==> src/rtl/decode_buffer_pkg.sv <==
// Constants and helpers for the fetch-to-decode buffer.
package decode_buffer_pkg;

  localparam logic [31:0] NOP_INSTR = 32'h0000_0013;

  localparam int unsigned NUM_LEGAL_OPCODES = 11;

  localparam logic [6:0] LEGAL_OPCODES [NUM_LEGAL_OPCODES] = '{
    7'b0110111, 7'b0010111, 7'b1101111, 7'b1100111, 7'b1100011, 7'b0000011,
    7'b0100011, 7'b0010011, 7'b0110011, 7'b0001111, 7'b1110011
  };

  // Flags words that are compressed/reserved or whose major opcode is outside RV32I.
  function automatic logic is_illegal(input logic [31:0] word);
    logic legal;
    legal = 1'b0;
    for (int unsigned i = 0; i < NUM_LEGAL_OPCODES; i++) begin
      if (word[6:0] == LEGAL_OPCODES[i]) legal = 1'b1;
    end
    return (word[1:0] != 2'b11) || !legal;
  endfunction

endpackage

==> src/rtl/instruction.sv <==
// RV32I instruction field layout and opcode constants shared by decode logic.
package instruction;

  localparam logic [6:0] OPC_LUI    = 7'b0110111;
  localparam logic [6:0] OPC_AUIPC  = 7'b0010111;
  localparam logic [6:0] OPC_JAL    = 7'b1101111;
  localparam logic [6:0] OPC_JALR   = 7'b1100111;
  localparam logic [6:0] OPC_BRANCH = 7'b1100011;
  localparam logic [6:0] OPC_LOAD   = 7'b0000011;
  localparam logic [6:0] OPC_STORE  = 7'b0100011;
  localparam logic [6:0] OPC_OP_IMM = 7'b0010011;
  localparam logic [6:0] OPC_OP     = 7'b0110011;
  localparam logic [6:0] OPC_FENCE  = 7'b0001111;
  localparam logic [6:0] OPC_SYSTEM = 7'b1110011;

  typedef struct packed {
    logic [6:0]  opcode;
    logic [4:0]  rd;
    logic [2:0]  funct3;
    logic [4:0]  rs1;
    logic [4:0]  rs2;
    logic [6:0]  funct7;
    logic [31:0] imm;
  } t;

endpackage

==> src/rtl/instruction_decoder.sv <==
// Combinational RV32I field extraction and immediate generation.
module instruction_decoder (
  input  logic [31:0]   instr_i,
  output instruction::t decoded_o
);
  import instruction::*;

  logic [31:0] imm;

  always_comb begin
    imm = 32'h0;
    unique case (instr_i[6:0])
      OPC_LUI, OPC_AUIPC: imm = {instr_i[31:12], 12'h000};
      OPC_JAL:            imm = {{12{instr_i[31]}}, instr_i[19:12], instr_i[20],
                                 instr_i[30:21], 1'b0};
      OPC_JALR, OPC_LOAD, OPC_OP_IMM, OPC_FENCE, OPC_SYSTEM:
                          imm = {{20{instr_i[31]}}, instr_i[31:20]};
      OPC_STORE:          imm = {{20{instr_i[31]}}, instr_i[31:25], instr_i[11:7]};
      OPC_BRANCH:         imm = {{20{instr_i[31]}}, instr_i[7], instr_i[30:25],
                                 instr_i[11:8], 1'b0};
      default:            imm = 32'h0;
    endcase
  end

  assign decoded_o = '{opcode: instr_i[6:0],
                       rd:     instr_i[11:7],
                       funct3: instr_i[14:12],
                       rs1:    instr_i[19:15],
                       rs2:    instr_i[24:20],
                       funct7: instr_i[31:25],
                       imm:    imm};

endmodule

==> src/rtl/decode_buffer.sv <==
// Fetch-to-decode FIFO with illegal-opcode tagging, flush and a saturating
// count of illegal instructions handed to execute.
module decode_buffer
  import decode_buffer_pkg::*;
#(
  parameter int unsigned DEPTH         = 4,
  parameter int unsigned PC_WIDTH      = 32,
  parameter int unsigned ILL_CNT_WIDTH = 16
) (
  input  logic                          clk,
  input  logic                          rst_n,
  input  logic                          flush_in,
  input  logic                          in_valid,
  output logic                          in_ready,
  input  logic [31:0]                   in_instruction,
  input  logic [PC_WIDTH-1:0]           in_pc,
  output logic                          out_valid,
  input  logic                          out_ready,
  output instruction::t                 instruction_out,
  output logic [PC_WIDTH-1:0]           out_pc,
  output logic                          out_illegal,
  output logic [$clog2(DEPTH+1)-1:0]    count_out,
  output logic [ILL_CNT_WIDTH-1:0]      illegal_count_out
);

  localparam int unsigned PTR_W = $clog2(DEPTH);
  localparam int unsigned CNT_W = $clog2(DEPTH+1);

  // Entry layout lives here because its width follows PC_WIDTH.
  typedef struct packed {
    logic [31:0]         raw;
    logic [PC_WIDTH-1:0] pc;
    logic                illegal;
  } entry_t;

  localparam entry_t NOP_ENTRY = '{raw: NOP_INSTR, pc: '0, illegal: 1'b0};

  entry_t                   mem_q [DEPTH];
  logic [PTR_W-1:0]         wr_ptr_q, wr_ptr_d;
  logic [PTR_W-1:0]         rd_ptr_q, rd_ptr_d;
  logic [CNT_W-1:0]         count_q, count_d;
  logic [ILL_CNT_WIDTH-1:0] ill_cnt_q, ill_cnt_d;

  entry_t head_raw;
  entry_t head;
  entry_t push_entry;
  logic   push;
  logic   pop;

  assign out_valid  = (count_q != '0);
  assign in_ready   = !flush_in && ((count_q < CNT_W'(DEPTH)) || out_ready);
  assign push       = in_valid && in_ready;
  assign pop        = out_valid && out_ready;
  assign push_entry = '{raw: in_instruction, pc: in_pc, illegal: is_illegal(in_instruction)};

  // Head is masked to a NOP while empty so stale storage never leaks out.
  assign head_raw = mem_q[rd_ptr_q];
  assign head     = out_valid ? head_raw : NOP_ENTRY;

  assign out_pc            = head.pc;
  assign out_illegal       = head.illegal;
  assign count_out         = count_q;
  assign illegal_count_out = ill_cnt_q;

  always_comb begin
    wr_ptr_d  = wr_ptr_q;
    rd_ptr_d  = rd_ptr_q;
    count_d   = count_q;
    ill_cnt_d = ill_cnt_q;
    if (flush_in) begin
      wr_ptr_d = '0;
      rd_ptr_d = '0;
      count_d  = '0;
    end else begin
      if (push) wr_ptr_d = wr_ptr_q + PTR_W'(1);
      if (pop) begin
        rd_ptr_d = rd_ptr_q + PTR_W'(1);
        if (head.illegal && (ill_cnt_q != '1)) ill_cnt_d = ill_cnt_q + ILL_CNT_WIDTH'(1);
      end
      if (push && !pop)      count_d = count_q + CNT_W'(1);
      else if (pop && !push) count_d = count_q - CNT_W'(1);
    end
  end

  always_ff @(posedge clk) begin
    if (!rst_n) begin
      wr_ptr_q  <= '0;
      rd_ptr_q  <= '0;
      count_q   <= '0;
      ill_cnt_q <= '0;
    end else begin
      wr_ptr_q  <= wr_ptr_d;
      rd_ptr_q  <= rd_ptr_d;
      count_q   <= count_d;
      ill_cnt_q <= ill_cnt_d;
    end
  end

  // Storage; push is already suppressed during flush via in_ready.
  always_ff @(posedge clk) begin
    if (!rst_n) begin
      for (int unsigned i = 0; i < DEPTH; i++) mem_q[i] <= NOP_ENTRY;
    end else if (push) begin
      mem_q[wr_ptr_q] <= push_entry;
    end
  end

  instruction_decoder u_decoder (
    .instr_i   (head.raw),
    .decoded_o (instruction_out)
  );

endmodule

==> config.mk <==
export PLATFORM = sky130hd
export DESIGN_NAME = decode_buffer
export DESIGN_NICKNAME = d
export VERILOG_FILES = /design/src/rtl/decode_buffer_pkg.sv /design/src/rtl/instruction.sv /design/src/rtl/instruction_decoder.sv /design/src/rtl/decode_buffer.sv
export SDC_FILE = /design/constraint.sdc
export NUM_CORES = 1
export LEC_CHECK = 0
export BUFFER_PORTS_ARGS = -buffer_cell sky130_fd_sc_hd__buf_2
export CAP_MARGIN = 5
export CORE_MARGIN = 2
export CORE_UTILIZATION = 40
export CTS_CLUSTER_SIZE = 16
export DETAILED_ROUTE_END_ITERATION = 16
export PLACE_DENSITY = 0.64
export RECOVER_POWER = 50
export SLEW_MARGIN = 10
export SYNTH_ARGS = -nofsm -noshare
export SYNTH_HDL_FRONTEND = slang
export SYNTH_HIERARCHICAL = 1
export SYNTH_SLANG_ARGS = --single-unit
==> constraint.sdc <==
create_clock -name clk -period 10.4 [get_ports clk]
set_clock_uncertainty 0.2 [all_clocks]
set_input_delay 2.08 -clock clk [delete_from_list [all_inputs] [get_ports clk]]
set_output_delay 2.08 -clock clk [all_outputs]
set_load 0.02 [all_outputs]
# Word-level counts from Yosys, hierarchy flattened

Memory sizes are Yosys's and may differ from the RTL's. A register that Yosys moved wholly into a read port is not among the register bits.
Cells that the tools add are included.

Reductions and logical operators: 19
Add/subtract/negate cells: 5
Equal/unequal tests: 23
Order comparisons: 1
Muxes and demuxes: 24
Bitwise operators: 2

Operator list:

| cell                    | number |
|---|---|
| $pmux W32 S5            | 1 |
| $mux W65                | 2 |
| $reduce_or A65 Y1       | 1 |
| $eq A7 B7 Y1 const B    | 8 |
| $eq A7 B6 Y1 const B    | 5 |
| $eq A7 B5 Y1 const B    | 4 |
| $add A16 B1 Y16 const B | 1 |
| $mux W1                 | 16 |
| $ne A16 B16 Y1 const B  | 1 |
| $eq A7 B2 Y1 const B    | 2 |
| $eq A7 B4 Y1 const B    | 2 |
| $logic_and A1 B1 Y1     | 6 |
| $mux W2                 | 3 |
| $mux W3                 | 2 |
| $reduce_or A5 Y1        | 1 |
| $add A2 B1 Y2 const B   | 2 |
| $logic_not A1 Y1        | 4 |
| $reduce_or A2 Y1        | 2 |
| $add A3 B1 Y3 const B   | 1 |
| $lt A3 B3 Y1 const B    | 1 |
| $reduce_and A3 Y1       | 1 |
| $reduce_bool A3 Y1      | 1 |
| $sub A3 B1 Y3 const B   | 1 |
| $logic_or A1 B1 Y1      | 2 |
| other kinds (3)         | 4 |

Input port bits: 69
Bits in writable memories: 260
Memories: 1
Logic and storage cells: 79
Bits in registers: 23
Output and inout bits: 118

Memory list:

| memory | words | width | read ports | clocked after memory_dff | write ports | RTL line            | source |
|---|---|---|---|---|---|---|---|
| mem_q  | 4     | 65    | 1          | 1                        | 4           | decode_buffer.sv:38 | `entry_t mem_q [DEPTH];` |

# Depth between registers and ports, before layout

Gate-level depths: netlist of the first run.

Depth in word-level cells: 15
Depth in mapped cells: 10
Depth with buffers taken out: 10

# Modules after synthesis

Netlist of the first run, hierarchy kept.

Modules (own cells, without submodules):

| module              | cells each | area an instance (sq um) | sequential area each (sq um) | times used |
|---|---|---|---|---|
| decode_buffer       | 953        | 12,684.7                 | 8,308.0                      | 1 |
| instruction_decoder | 93         | 675.6                    | 0.0                          | 1 |

# Worst setup path before layout of the first run

Ideal clock, no wire load.

Kind: input to register
Start point: in out_ready
End point: mem mem_q[2][0] (netlist name), enable pin
Data required time: 9,622 ps
Stages on the path: 7
Path buffers: 1
Data arrival time: 7,641 ps
Library setup time: 578 ps
Slack: 1,982 ps
Cell sequence: inv_1 > a21oi_1 > nand2_1 > inv_2 > nand2_1 > clkbuf_1 > o21ai_0

RTL lines:

| item               | RTL line            | source |
|---|---|---|
| start: declaration | decode_buffer.sv:18 | `input logic out_ready,` |
| end: declaration   | decode_buffer.sv:38 |  |

==> parameters.txt, run 1 <==
Parameter                              Value

Status
  Run status ... finished, violations left
  Violated checks ... capacitance limit, slew limit

Floorplan
  Die Y-Extent ... 187 um
  Die area ... 34,900 um2
  Die width ... 187 um
  I/O Pins ... 187
  Core footprint ... 32,700 um2
  Initial core utilization ... 0.409
  Site row count ... 66

Global routing
  Remaining global-route overflow ... 0
  Combined global-route utilization of all metal layers ... 0.176
  Initial antenna violation count ... 2
  Maximum number of pins on one net before global-route repair ... 67
  Wire length of the first global-routing pass ... 48,000 um
  Vias in the first global route ... 8,412

Critical path
  End point of the critical path ... instruction_out[13]
  WP data required ... 8.12 ns
  Arrival time reported for the critical path endpoint ... 4.90 ns
  Worst R2R Path Depth ... 6
  Worst R2R End ... illegal_count_out[13]$_SDFFE_PN0P_
  Series of cell instances along the critical path ... buf_4, mux4_2, or2_2, nand3_1, nor4b_2, a21o_1, a21o_1, buf_2
  Slowest stage cell, crit path ... sky130_fd_sc_hd__dfxtp_1
  Largest stage delay on the critical path ... 1.03 ns
  Type of origin of the critical path ... register
  CP Capture Type ... output pin
  Most common cell type on the critical path ... sky130_fd_sc_hd__a21o_1
  CP max FO ... 50
  Worst setup path class ... register to output pin
  Setup slack of the worst register-to-register path ... 6.04 ns

Drt
  Detailed route wirelength on metal2 ... 15,700 um
  Vias per inst ... 5.10
  Detailed-router iteration count before antenna repair ... 4
  Highest layer used for signal routing ... met4
  Post-DRT Antenna Nets ... 0
  Number of DRC markers after the initial detailed-route iteration ... 684
  DRC errors left ... 0
  Per-cell routed wire length ... 19.1 um
  WL final ... 30,900 um
  Wire length the detailed router placed on met1 ... 12,800 um
  Via count of the routed design ... 8,267
  Met3 wire length ... 1800 um

Synthesis
  Top flip-flop cell by instance count after synthesis ... sky130_fd_sc_hd__edfxtp_1
  Library cells used by synthesis ... 57
  Synthesized Nets ... 1,118
  Share of async-settable or async-resettable flops after synthesis ... 0
  Cell types with the largest area share after synthesis ... sky130_fd_sc_hd__edfxtp_1 58%, sky130_fd_sc_hd__mux4_2 11%, sky130_fd_sc_hd__nor2_1 5.8%
  Fraction of the yosys area taken by sequential cells ... 0.622
  Post-synthesis cell type with the largest combined area ... sky130_fd_sc_hd__edfxtp_1
  Post-Synthesis Cell Area ... 13,400 um2
  Count of state elements after synthesis ... 285
  Per-instance average area after synthesis ... 12.8 um2
  Yosys warning total ... 6
  EDFF count, synth ... 260
  Mapped Cells ... 1,046
  Fraction of synthesized cell area taken by the top area cell type ... 0.584

Min path
  Hold Crit Class ... register to register

STA
  Achievable clock frequency ... 0.139 GHz
  PnR worst setup slack ... 3.22 ns
  Minimum clock period after layout ... 7.18 ns
  Fin. max-slew vios ... 228
  Hold violation count in the final report ... 0
  Setup Viol. Count Final ... 0
  Setup tns final ... 0 ns
  Final period utilization ... 0.691
  RSZ-0062 raised after global routing ... false
  Measured slew at the worst slew-check pin ... 3.44 ns
  Worst slew margin relative to its limit ... -1.30

Job
  Max-Cap Viols ... 7

Placed design
  Total of buffers placed on input and output ports ... 186
  Cells after DPL ... 1,562
  Post-place setup slack ... 4.28 ns
  Instance area after placement ... 14,300 um2
  Weighted congestion at the end of routability-driven global placement ... 0.833
  Detailed Place HPWL ... 17,800 um

Pwr
  Cell area power density ... 180 nW/um2
  Peak supply drop ... 0.111 mV
  Reported leakage power ... 5.99 nW

Clock tree
  Count of H-tree levels built during CTS ... 1
  Clock tree from TritonCTS ... yes
  Clock Sink Count ... 285
  Number of buffers inserted during clock tree synthesis ... 31
  Latest clock arrival within the worst-skew pair ... 0.55 ns
  Buffer depth of the longest clock path ... 3
  Post-CTS Repair Setup Buffers ... 0
  Root Buffer Master ... sky130_fd_sc_hd__clkbuf_16
  Clock transition time at the flip-flop clock pins of the worst setup and hold paths ... 0.06 ns
  Post-cts resize count ... 0
  Number of hold buffers added after cts ... 0

Final layout
  Count of nets after finishing ... 1,225
  Post-route design area ... 15,300 um2
  Number of non-filler instances in the completed layout ... 1,621
  Area grow syn2layout ... 14.4%
  Fraction of layout instances using a drive strength above 1 ... 0.285
## cells by family (layout without fill, tap and decap cells)
kind of cell	after synthesis	in the layout	share of synthesized area
AO/OA/AOI/OAI	64	64	0.0374
buffers and inverters	195	327	0.0746
XOR/XNOR	11	11	0.00721
AND/OR/NAND/NOR	419	419	0.143
other	0	1	0
adder cells (fa/ha/maj)	3	3	0.00337
flip-flops	285	285	0.622
multiplexers	69	69	0.113
## worst min-delay path by stage
stage / start / end / depth (start not counted)
after floorplan: rd_ptr_q[1]$_SDFFE_PP0P_ / register / 2
after global placement: illegal_count_out[5]$_SDFFE_PN0P_ / illegal_count_out[5]$_SDFFE_PN0P_ / 2
after detailed placement: illegal_count_out[5]$_SDFFE_PN0P_ / illegal_count_out[5]$_SDFFE_PN0P_ / 2
after CTS: illegal_count_out[5]$_SDFFE_PN0P_ / illegal_count_out[5]$_SDFFE_PN0P_ / 2
after global routing: illegal_count_out[13]$_SDFFE_PN0P_ / illegal_count_out[13]$_SDFFE_PN0P_ / 2
final: illegal_count_out[5]$_SDFFE_PN0P_ / illegal_count_out[5]$_SDFFE_PN0P_ / 2
## sequential cells by signal (all words and copies together) (netlist names), named ones only
register / count
wr_ptr_q: 2
rd_ptr_q: 2
illegal_count_out: 16
count_out: 3
mem_q: 260
## power by group
group          internal, mW  switching (mW)
Sequential             1.30          0.0149
Clock                 0.742           0.449
Combinational        0.0859           0.162
Total                  2.13           0.626
## cells in the mapped netlist (4+ instances only)
master	count
sky130_fd_sc_hd__inv_1	12
sky130_fd_sc_hd__xor2_1	6
sky130_fd_sc_hd__mux4_2	65
sky130_fd_sc_hd__edfxtp_1	260
sky130_fd_sc_hd__nand3_1	8
sky130_fd_sc_hd__a21oi_1	9
sky130_fd_sc_hd__a21o_1	21
sky130_fd_sc_hd__buf_4	64
sky130_fd_sc_hd__and2_1	72
sky130_fd_sc_hd__xnor2_1	5
sky130_fd_sc_hd__o41ai_1	4
sky130_fd_sc_hd__clkbuf_1	35
sky130_fd_sc_hd__nor2_1	206
sky130_fd_sc_hd__or3_1	8
sky130_fd_sc_hd__nor3_1	5
sky130_fd_sc_hd__nand2b_1	4
sky130_fd_sc_hd__or2_2	4
sky130_fd_sc_hd__inv_2	61
sky130_fd_sc_hd__nand2_1	83
sky130_fd_sc_hd__a22o_1	4
sky130_fd_sc_hd__dfxtp_1	25
sky130_fd_sc_hd__o31ai_1	4
sky130_fd_sc_hd__buf_1	7
sky130_fd_sc_hd__and3_1	7
sky130_fd_sc_hd__buf_2	13
sky130_fd_sc_hd__o21ai_0	6
## metrics by stage
step           power [mW]  utilization  hold WS (ns)
2_1_floorplan        1.53            -         0.285
3_3_place_gp         1.59        0.436         0.273
3_5_place_dp         1.59        0.436         0.289
4_1_cts              2.78        0.470         0.298
5_1_grt              2.85        0.467         0.337
6_report             2.76        0.467         0.298
## metal layers
metal	up-vias	global-route usage
met1	4119	0.224
met5	-	0
li1	3831	-
met3	46	0.0314
met4	0	0.0388
met2	271	0.315
## cell type report
class / instances / area, um2
well taps: 442 / 553
multi-input cells: 566 / 4060
fillers: 3019 / 17400
clock buffers: 31 / 776
flip-flops and latches: 285 / 8310
repair buffers: 195 / 958
inverters: 74 / 278
clock inverters: 27 / 344
diodes: 1 / 2.50
## cells in the final DEF (no fill, tap or decap), types with 9 or more instances in the layout
cell type and n:
sky130_fd_sc_hd__mux4_2 65, sky130_fd_sc_hd__nand3_1 9, sky130_fd_sc_hd__a21oi_1 9, sky130_fd_sc_hd__clkbuf_16 31
sky130_fd_sc_hd__clkinv_1 33, sky130_fd_sc_hd__nor2_1 206, sky130_fd_sc_hd__inv_2 36, sky130_fd_sc_hd__edfxtp_1 260
sky130_fd_sc_hd__and2_1 71, sky130_fd_sc_hd__a21o_1 21, sky130_fd_sc_hd__dfxtp_1 24, sky130_fd_sc_hd__nand2_1 83
sky130_fd_sc_hd__clkbuf_1 24, sky130_fd_sc_hd__buf_2 166, sky130_fd_sc_hd__inv_1 12
## worst max-delay path: cells and delay by family, from the launching register on
| family | cells | cell delay [ns] |
|---|---|---|
| AO/OA/AOI/OAI | 2 | 0.56 |
| buffers and inverters | 2 | 1.11 |
| flip-flops | 1 | 1.03 |
| multiplexers | 1 | 0.36 |
| AND/OR/NAND/NOR | 3 | 1.25 |
(Power assumes the default switching activity.)
==> inputs of run 2 (changes only) <==
--- a/config.mk
+++ b/config.mk
@@ -11,7 +11,7 @@
 export CORE_UTILIZATION = 40
 export CTS_CLUSTER_SIZE = 16
 export DETAILED_ROUTE_END_ITERATION = 16
-export PLACE_DENSITY = 0.64
+export PLACE_DENSITY = 0.66
 export RECOVER_POWER = 50
 export SLEW_MARGIN = 10
 export SYNTH_ARGS = -nofsm -noshare
==> constraint.sdc (replaced) <==
create_clock -name clk -period 5.9 [get_ports clk]
set_clock_uncertainty 0.2 [all_clocks]
set_input_delay 1.18 -clock clk [delete_from_list [all_inputs] [get_ports clk]]
set_output_delay 1.18 -clock clk [all_outputs]
set_load 0.02 [all_outputs]
==> run 2 against run 1 <==
  * The flow still finishes with violations (capacitance limit, slew limit)
  * Worst hold slack improved by 0.0021 ns
  * Worst setup slack got worse by 2.3 ns
  * Die area unchanged
  * Sequential share of layout area increased by 0.14 points
  * Total power increased by 71%
  * Global-route usage increased by 0.29 points
  * Critical path depth decreased by 5
  * Via count increased by 0.50%
  * Sequential power increased by 76%
  * Cell area decreased by 0.21%
  * Utilization decreased by 0.099 points
  * Critical path type is now register to register
  * Critical endpoint is now mem_q[1][48]$_SDFFCE_PN0P_
  * Highest routed layer unchanged
==> parameters.txt, run 2 (synthesis results as in run 1) <==
Parameter                              Value

Global routing
  Initial antenna violation count ... 1
  Vias in the first global route ... 8,485
  Combined global-route utilization of all metal layers ... 0.179
  Maximum number of pins on one net before global-route repair ... 67
  Remaining global-route overflow ... 0
  Wire length of the first global-routing pass ... 48,900 um

Drt
  Number of DRC markers after the initial detailed-route iteration ... 561
  WL final ... 31,400 um
  Detailed-router iteration count before antenna repair ... 6
  Via count of the routed design ... 8,308
  Vias per inst ... 5.14
  DRC errors left ... 0
  Per-cell routed wire length ... 19.4 um
  Post-DRT Antenna Nets ... 0

Placed design
  Weighted congestion at the end of routability-driven global placement ... 0.869
  Detailed Place HPWL ... 18,300 um
  Instance area after placement ... 14,300 um2
  Total of buffers placed on input and output ports ... 186

Clock tree
  Number of hold buffers added after cts ... 0
  Latest clock arrival within the worst-skew pair ... 0.54 ns
  Clock Sink Count ... 285
  Clock transition time at the flip-flop clock pins of the worst setup and hold paths ... 0.06 ns
  Clock tree from TritonCTS ... yes
  Root Buffer Master ... sky130_fd_sc_hd__clkbuf_16
  Buffer depth of the longest clock path ... 3
  Post-cts resize count ... 0
  Post-CTS Repair Setup Buffers ... 0
  Count of H-tree levels built during CTS ... 1
  Number of buffers inserted during clock tree synthesis ... 30

Pwr
  Peak supply drop ... 0.224 mV
  Overall power ... 4.70 mW
  Cell area power density ... 308 nW/um2
  Reported leakage power ... 5.95 nW

STA
  Worst slew margin relative to its limit ... -0.976
  Final period utilization ... 0.841
  Setup Viol. Count Final ... 0
  Hold slack ... 0.301 ns
  Fin. max-slew vios ... 204
  Measured slew at the worst slew-check pin ... 2.94 ns
  Minimum clock period after layout ... 4.96 ns
  RSZ-0062 raised after global routing ... false
  Setup tns final ... 0 ns
  Hold violation count in the final report ... 0
  Achievable clock frequency ... 0.201 GHz

Final layout
  Fill cell count ... 2,997
  Register bank with the most flops ... mem_q
  Count of nets after finishing ... 1,225
  Final standard cell utilization of the core ... 0.466
  Sequential Area ... 8320 um2
  Most used cells in the layout excluding fill and tap cells ... 260 x sky130_fd_sc_hd__edfxtp_1, 206 x sky130_fd_sc_hd__nor2_1, 164 x sky130_fd_sc_hd__buf_2
  Post-route design area ... 15,200 um2
  Max FFs per register ... 260
  Fraction of layout instances using a drive strength above 1 ... 0.283
  Most common cell after layout, fill and taps aside ... sky130_fd_sc_hd__edfxtp_1
  Area grow syn2layout ... 14.1%
  Multi-input gate area ... 4080 um2

Floorplan
  Die width ... 187 um
  Core footprint ... 32,700 um2
  Die area ... 34,900 um2
  Initial core utilization ... 0.409
  I/O Pins ... 187
  Site row count ... 66
  Die Y-Extent ... 187 um

Critical path
  Worst setup path class ... register to register
  CP Capture Type ... register
  Arrival time reported for the critical path endpoint ... 4.98 ns
  Series of cell instances along the critical path ... nand2b_2, o21ai_1, buf_12
  WP data required ... 5.92 ns
  Largest stage delay on the critical path ... 2.62 ns
  CP max FO ... 66
  Slowest stage cell, crit path ... sky130_fd_sc_hd__o21ai_1
  Type of origin of the critical path ... register

Status
  Run status ... finished, violations left
  Violated checks ... capacitance limit, slew limit

Job
  Max-Cap Viols ... 5

Min path
  Hold Crit Class ... register to register
run 2: cell count changes in the layout (fill, tap and decap cells not counted), moves of 3 or more:
cell / previous run / this run
sky130_fd_sc_hd__bufinv_16: 8 / 4
sky130_fd_sc_hd__inv_2: 36 / 33
sky130_fd_sc_hd__clkinv_2: 7 / 4
sky130_fd_sc_hd__clkbuf_8: 0 / 5
run 2: area by class of cell:
type                    count  area share
clock buffers              39      0.0561
multi-input cells         566       0.268
well taps                 442      0.0363
diodes                      1    0.000164
clock inverters            14      0.0107
inverters                  74      0.0182
flip-flops and latches    285       0.545
repair buffers            196      0.0656
run 2: metal layers:
metal / part of all wire / global-route usage / wire [um] / vias up
met3: 0.066 / 0.0346 / 2070 / 42
met4: 0.018 / 0.0440 / 580 / 0
met1: 0.43 / 0.237 / 13400 / 4160
met2: 0.49 / 0.305 / 15300 / 279
met5: 0 / 0 / 0 / -
li1: - / - / - / 3827
run 2: metrics by stage:
| step | worst slack, ns | std cells |
|---|---|---|
| final | 0.937 | 1617 |
| after floorplan | -1.27 | 1046 |
| after CTS | 0.994 | 1616 |
| after global placement | 1.64 | 1563 |
| after global routing | 0.580 | 1617 |
| after detailed placement | 1.59 | 1563 |
run 2: path summary, 6_finish.rpt:
path                                startpoint                                end  slack (ns)  cells past startpoint
max                   wr_ptr_q[1]$_SDFFE_PP0P_         mem_q[1][48]$_SDFFCE_PN0P_        0.94                      3
min reg2reg  illegal_count_out[5]$_SDFFE_PN0P_  illegal_count_out[5]$_SDFFE_PN0P_        0.30                      2
max reg2reg           wr_ptr_q[1]$_SDFFE_PP0P_         mem_q[1][48]$_SDFFCE_PN0P_        0.94                      3
min          illegal_count_out[5]$_SDFFE_PN0P_  illegal_count_out[5]$_SDFFE_PN0P_        0.30                      2
run 2: critical path, delay by kind of cell (launching register included):
kind | cells | cell delay, ns
compound gates | 1 | 2.62
simple gates | 1 | 1.06
flops | 1 | 0.38
buf+inv | 1 | 0.34
run 2: report_power, final:
part	switching (mW)	leakage (nW)	internal (mW)
clock	0.754	0.503	1.18
combinational	0.287	2.58	0.156
sequential	0.0271	2.86	2.29
total	1.07	5.95	3.63
==> inputs of run 3 (changes only) <==
==> constraint.sdc (replaced) <==
create_clock -name clk -period 4.5 [get_ports clk]
set_clock_uncertainty 0.2 [all_clocks]
set_input_delay 0.9 -clock clk [delete_from_list [all_inputs] [get_ports clk]]
set_output_delay 0.9 -clock clk [all_outputs]
set_load 0.02 [all_outputs]
==> run 3 against run 2 <==
  * The flow still finishes with violations (capacitance limit, slew limit)
  * Highest routed layer unchanged
  * Die area unchanged
  * Clock power is 23% higher
  * Register-to-register slack lost 0.33 ns
  * Worst setup slack got worse by 0.71 ns
  * Critical path type is now register to output pin
  * Sequential power is 31% higher
  * Combinational power is 30% higher
==> parameters.txt, run 3 (synthesis results as in run 1) <==
Parameter                              Value

Drt
  WL final ... 30,500 um
  Detailed-router iteration count before antenna repair ... 4
  Per-cell routed wire length ... 18.8 um
  Post-DRT Antenna Nets ... 0
  DRC errors left ... 0
  Number of DRC markers after the initial detailed-route iteration ... 632
  Via count of the routed design ... 8,207
  Vias per inst ... 5.04

Placed design
  Cells after DPL ... 1,567
  Weighted congestion at the end of routability-driven global placement ... 0.836
  Post-place setup slack ... 0.625 ns
  Detailed Place HPWL ... 18,000 um
  Total of buffers placed on input and output ports ... 186
  Instance area after placement ... 14,300 um2

STA
  Final period utilization ... 0.949
  Measured slew at the worst slew-check pin ... 2.48 ns
  Worst slew margin relative to its limit ... -0.656
  PnR worst setup slack ... 0.230 ns
  Hold violation count in the final report ... 0
  Achievable clock frequency ... 0.234 GHz
  Setup tns final ... 0 ns
  Fin. max-slew vios ... 168
  Hold slack ... 0.292 ns
  Minimum clock period after layout ... 4.27 ns
  Setup Viol. Count Final ... 0
  RSZ-0062 raised after global routing ... false

Final layout
  Most common cell after layout, fill and taps aside ... sky130_fd_sc_hd__edfxtp_1
  Count of nets after finishing ... 1,233
  Register bank with the most flops ... mem_q
  Max FFs per register ... 260
  Number of non-filler instances in the completed layout ... 1,629
  Area grow syn2layout ... 13.9%
  Final standard cell utilization of the core ... 0.465
  Most used cells in the layout excluding fill and tap cells ... 260 x sky130_fd_sc_hd__edfxtp_1, 206 x sky130_fd_sc_hd__nor2_1, 165 x sky130_fd_sc_hd__buf_2
  Fraction of layout instances using a drive strength above 1 ... 0.260
  Post-route design area ... 15,200 um2

Clock tree
  Latest clock arrival within the worst-skew pair ... 0.54 ns
  Clock tree from TritonCTS ... yes
  Number of buffers inserted during clock tree synthesis ... 31
  Count of H-tree levels built during CTS ... 1
  Clock transition time at the flip-flop clock pins of the worst setup and hold paths ... 0.06 ns
  Buffer depth of the longest clock path ... 3
  Number of hold buffers added after cts ... 0
  Clock Sink Count ... 285
  Root Buffer Master ... sky130_fd_sc_hd__clkbuf_16

Global routing
  Maximum number of pins on one net before global-route repair ... 67
  Combined global-route utilization of all metal layers ... 0.176
  Wire length of the first global-routing pass ... 48,200 um
  Initial antenna violation count ... 1
  Remaining global-route overflow ... 0
  Vias in the first global route ... 8,531

Min path
  Endpoint, Worst Hold ... illegal_count_out[5]$_SDFFE_PN0P_
  Hold Crit Class ... register to register
  Number of stages on the worst hold path ... 2
  Hold path start ... illegal_count_out[5]$_SDFFE_PN0P_

Critical path
  CP max FO ... 10
  Slowest stage cell, crit path ... sky130_fd_sc_hd__mux4_2
  Series of cell instances along the critical path ... mux4_2, or2_2, and3_1, o22a_1, and2_4, o31a_4, a21o_1, buf_2
  Crit-path leading delay family ... compound AO/OA/AOI/OAI gates
  Setup slack of the worst register-to-register path ... 0.61 ns
  WP buf/inv ... 1
  WP data required ... 3.40 ns
  Type of origin of the critical path ... register
  Startpoint of the most critical register-to-register path ... count_out[2]$_SDFFE_PP0P_
  CP Capture Type ... output pin
  Worst setup path class ... register to output pin
  Worst R2R End ... mem_q[1][39]$_SDFFCE_PN0P_
  Largest stage delay on the critical path ... 0.51 ns
  Arrival time reported for the critical path endpoint ... 3.17 ns
  Worst R2R Path Depth ... 7

Pwr
  Reported leakage power ... 5.79 nW
  Overall power ... 6.00 mW
  Internal Dissipation ... 4.60 mW
  Peak supply drop ... 0.294 mV
  Share of total power in sequential cells ... 0.507
  Cell area power density ... 394 nW/um2
  Clock group share of total power ... 0.397
  Switching power ... 1.40 mW
  Share of total power in combinational logic ... 0.097
  Switching power share of the total ... 0.234

Floorplan
  Initial core utilization ... 0.409
  Site row count ... 66
  Die area ... 34,900 um2
  Die Y-Extent ... 187 um
  I/O Pins ... 187
  Die width ... 187 um
  Core footprint ... 32,700 um2

Status
  Violated checks ... capacitance limit, slew limit
  Run status ... finished, violations left

Job
  Max-Cap Viols ... 4
## run 3: worst max path at each step
stage	startpoint	endpoint	slack, ns	cells past startpoint
4_1_cts	count_out[0]$_SDFFE_PP0P_	instruction_out[13]	0.01	9
3_5_place_dp	count_out[0]$_SDFFE_PP0P_	instruction_out[13]	0.62	9
2_1_floorplan	out_ready	mem_q[0][0]$_SDFFCE_PN0P_	-0.64	4
5_1_grt	count_out[0]$_SDFFE_PP0P_	instruction_out[13]	0.09	9
6_report	register	instruction_out[13]	0.23	8
3_3_place_gp	register	instruction_out[23]	0.67	6
## run 3: timing repair
action | 4_1_cts | 5_1_grt
endpoints found under the setup margin | 0 | 32
setup buffers | 0 | 3
gates resized for setup | 0 | 3
## run 3: cell type report
cell class	count	area (um2)
Fill cell	2986	17500
Sequential cell	285	8320
Multi-Input combinational cell	566	4080
Timing Repair Buffer	203	1030
Clock buffer	41	813
Tap cell	442	553
Inverter	74	278
Clock inverter	16	136
Antenna cell	2	5.00
## run 3: power by group through the flow
stage	registers [mW]	logic (mW)	clock network [mW]
after floorplan	3.09	0.429	0
after global placement	3.09	0.592	0
after detailed placement	3.10	0.596	0
after CTS	3.04	0.598	2.44
after global routing	3.05	0.631	2.54
final	3.04	0.579	2.38
## run 3: layer usage
layer,wire [um],GRT usage,vias to the layer above
li1,-,-,3855
met5,0,0,-
met1,13000,0.227,4082
met4,641,0.0382,0
met2,15000,0.304,231
met3,1930,0.0374,39
## run 3: worst reg2reg max path, cell delays in order, from the launching register on
cell and delay, ns:
sky130_fd_sc_hd__dfxtp_1 0.35, sky130_fd_sc_hd__a21oi_1 0.24, sky130_fd_sc_hd__nand2_1 0.15, sky130_fd_sc_hd__inv_1 0.18, sky130_fd_sc_hd__and2_0 0.97, sky130_fd_sc_hd__clkbuf_2 1.10
sky130_fd_sc_hd__nand2_1 0.35, sky130_fd_sc_hd__nor2_1 0.18
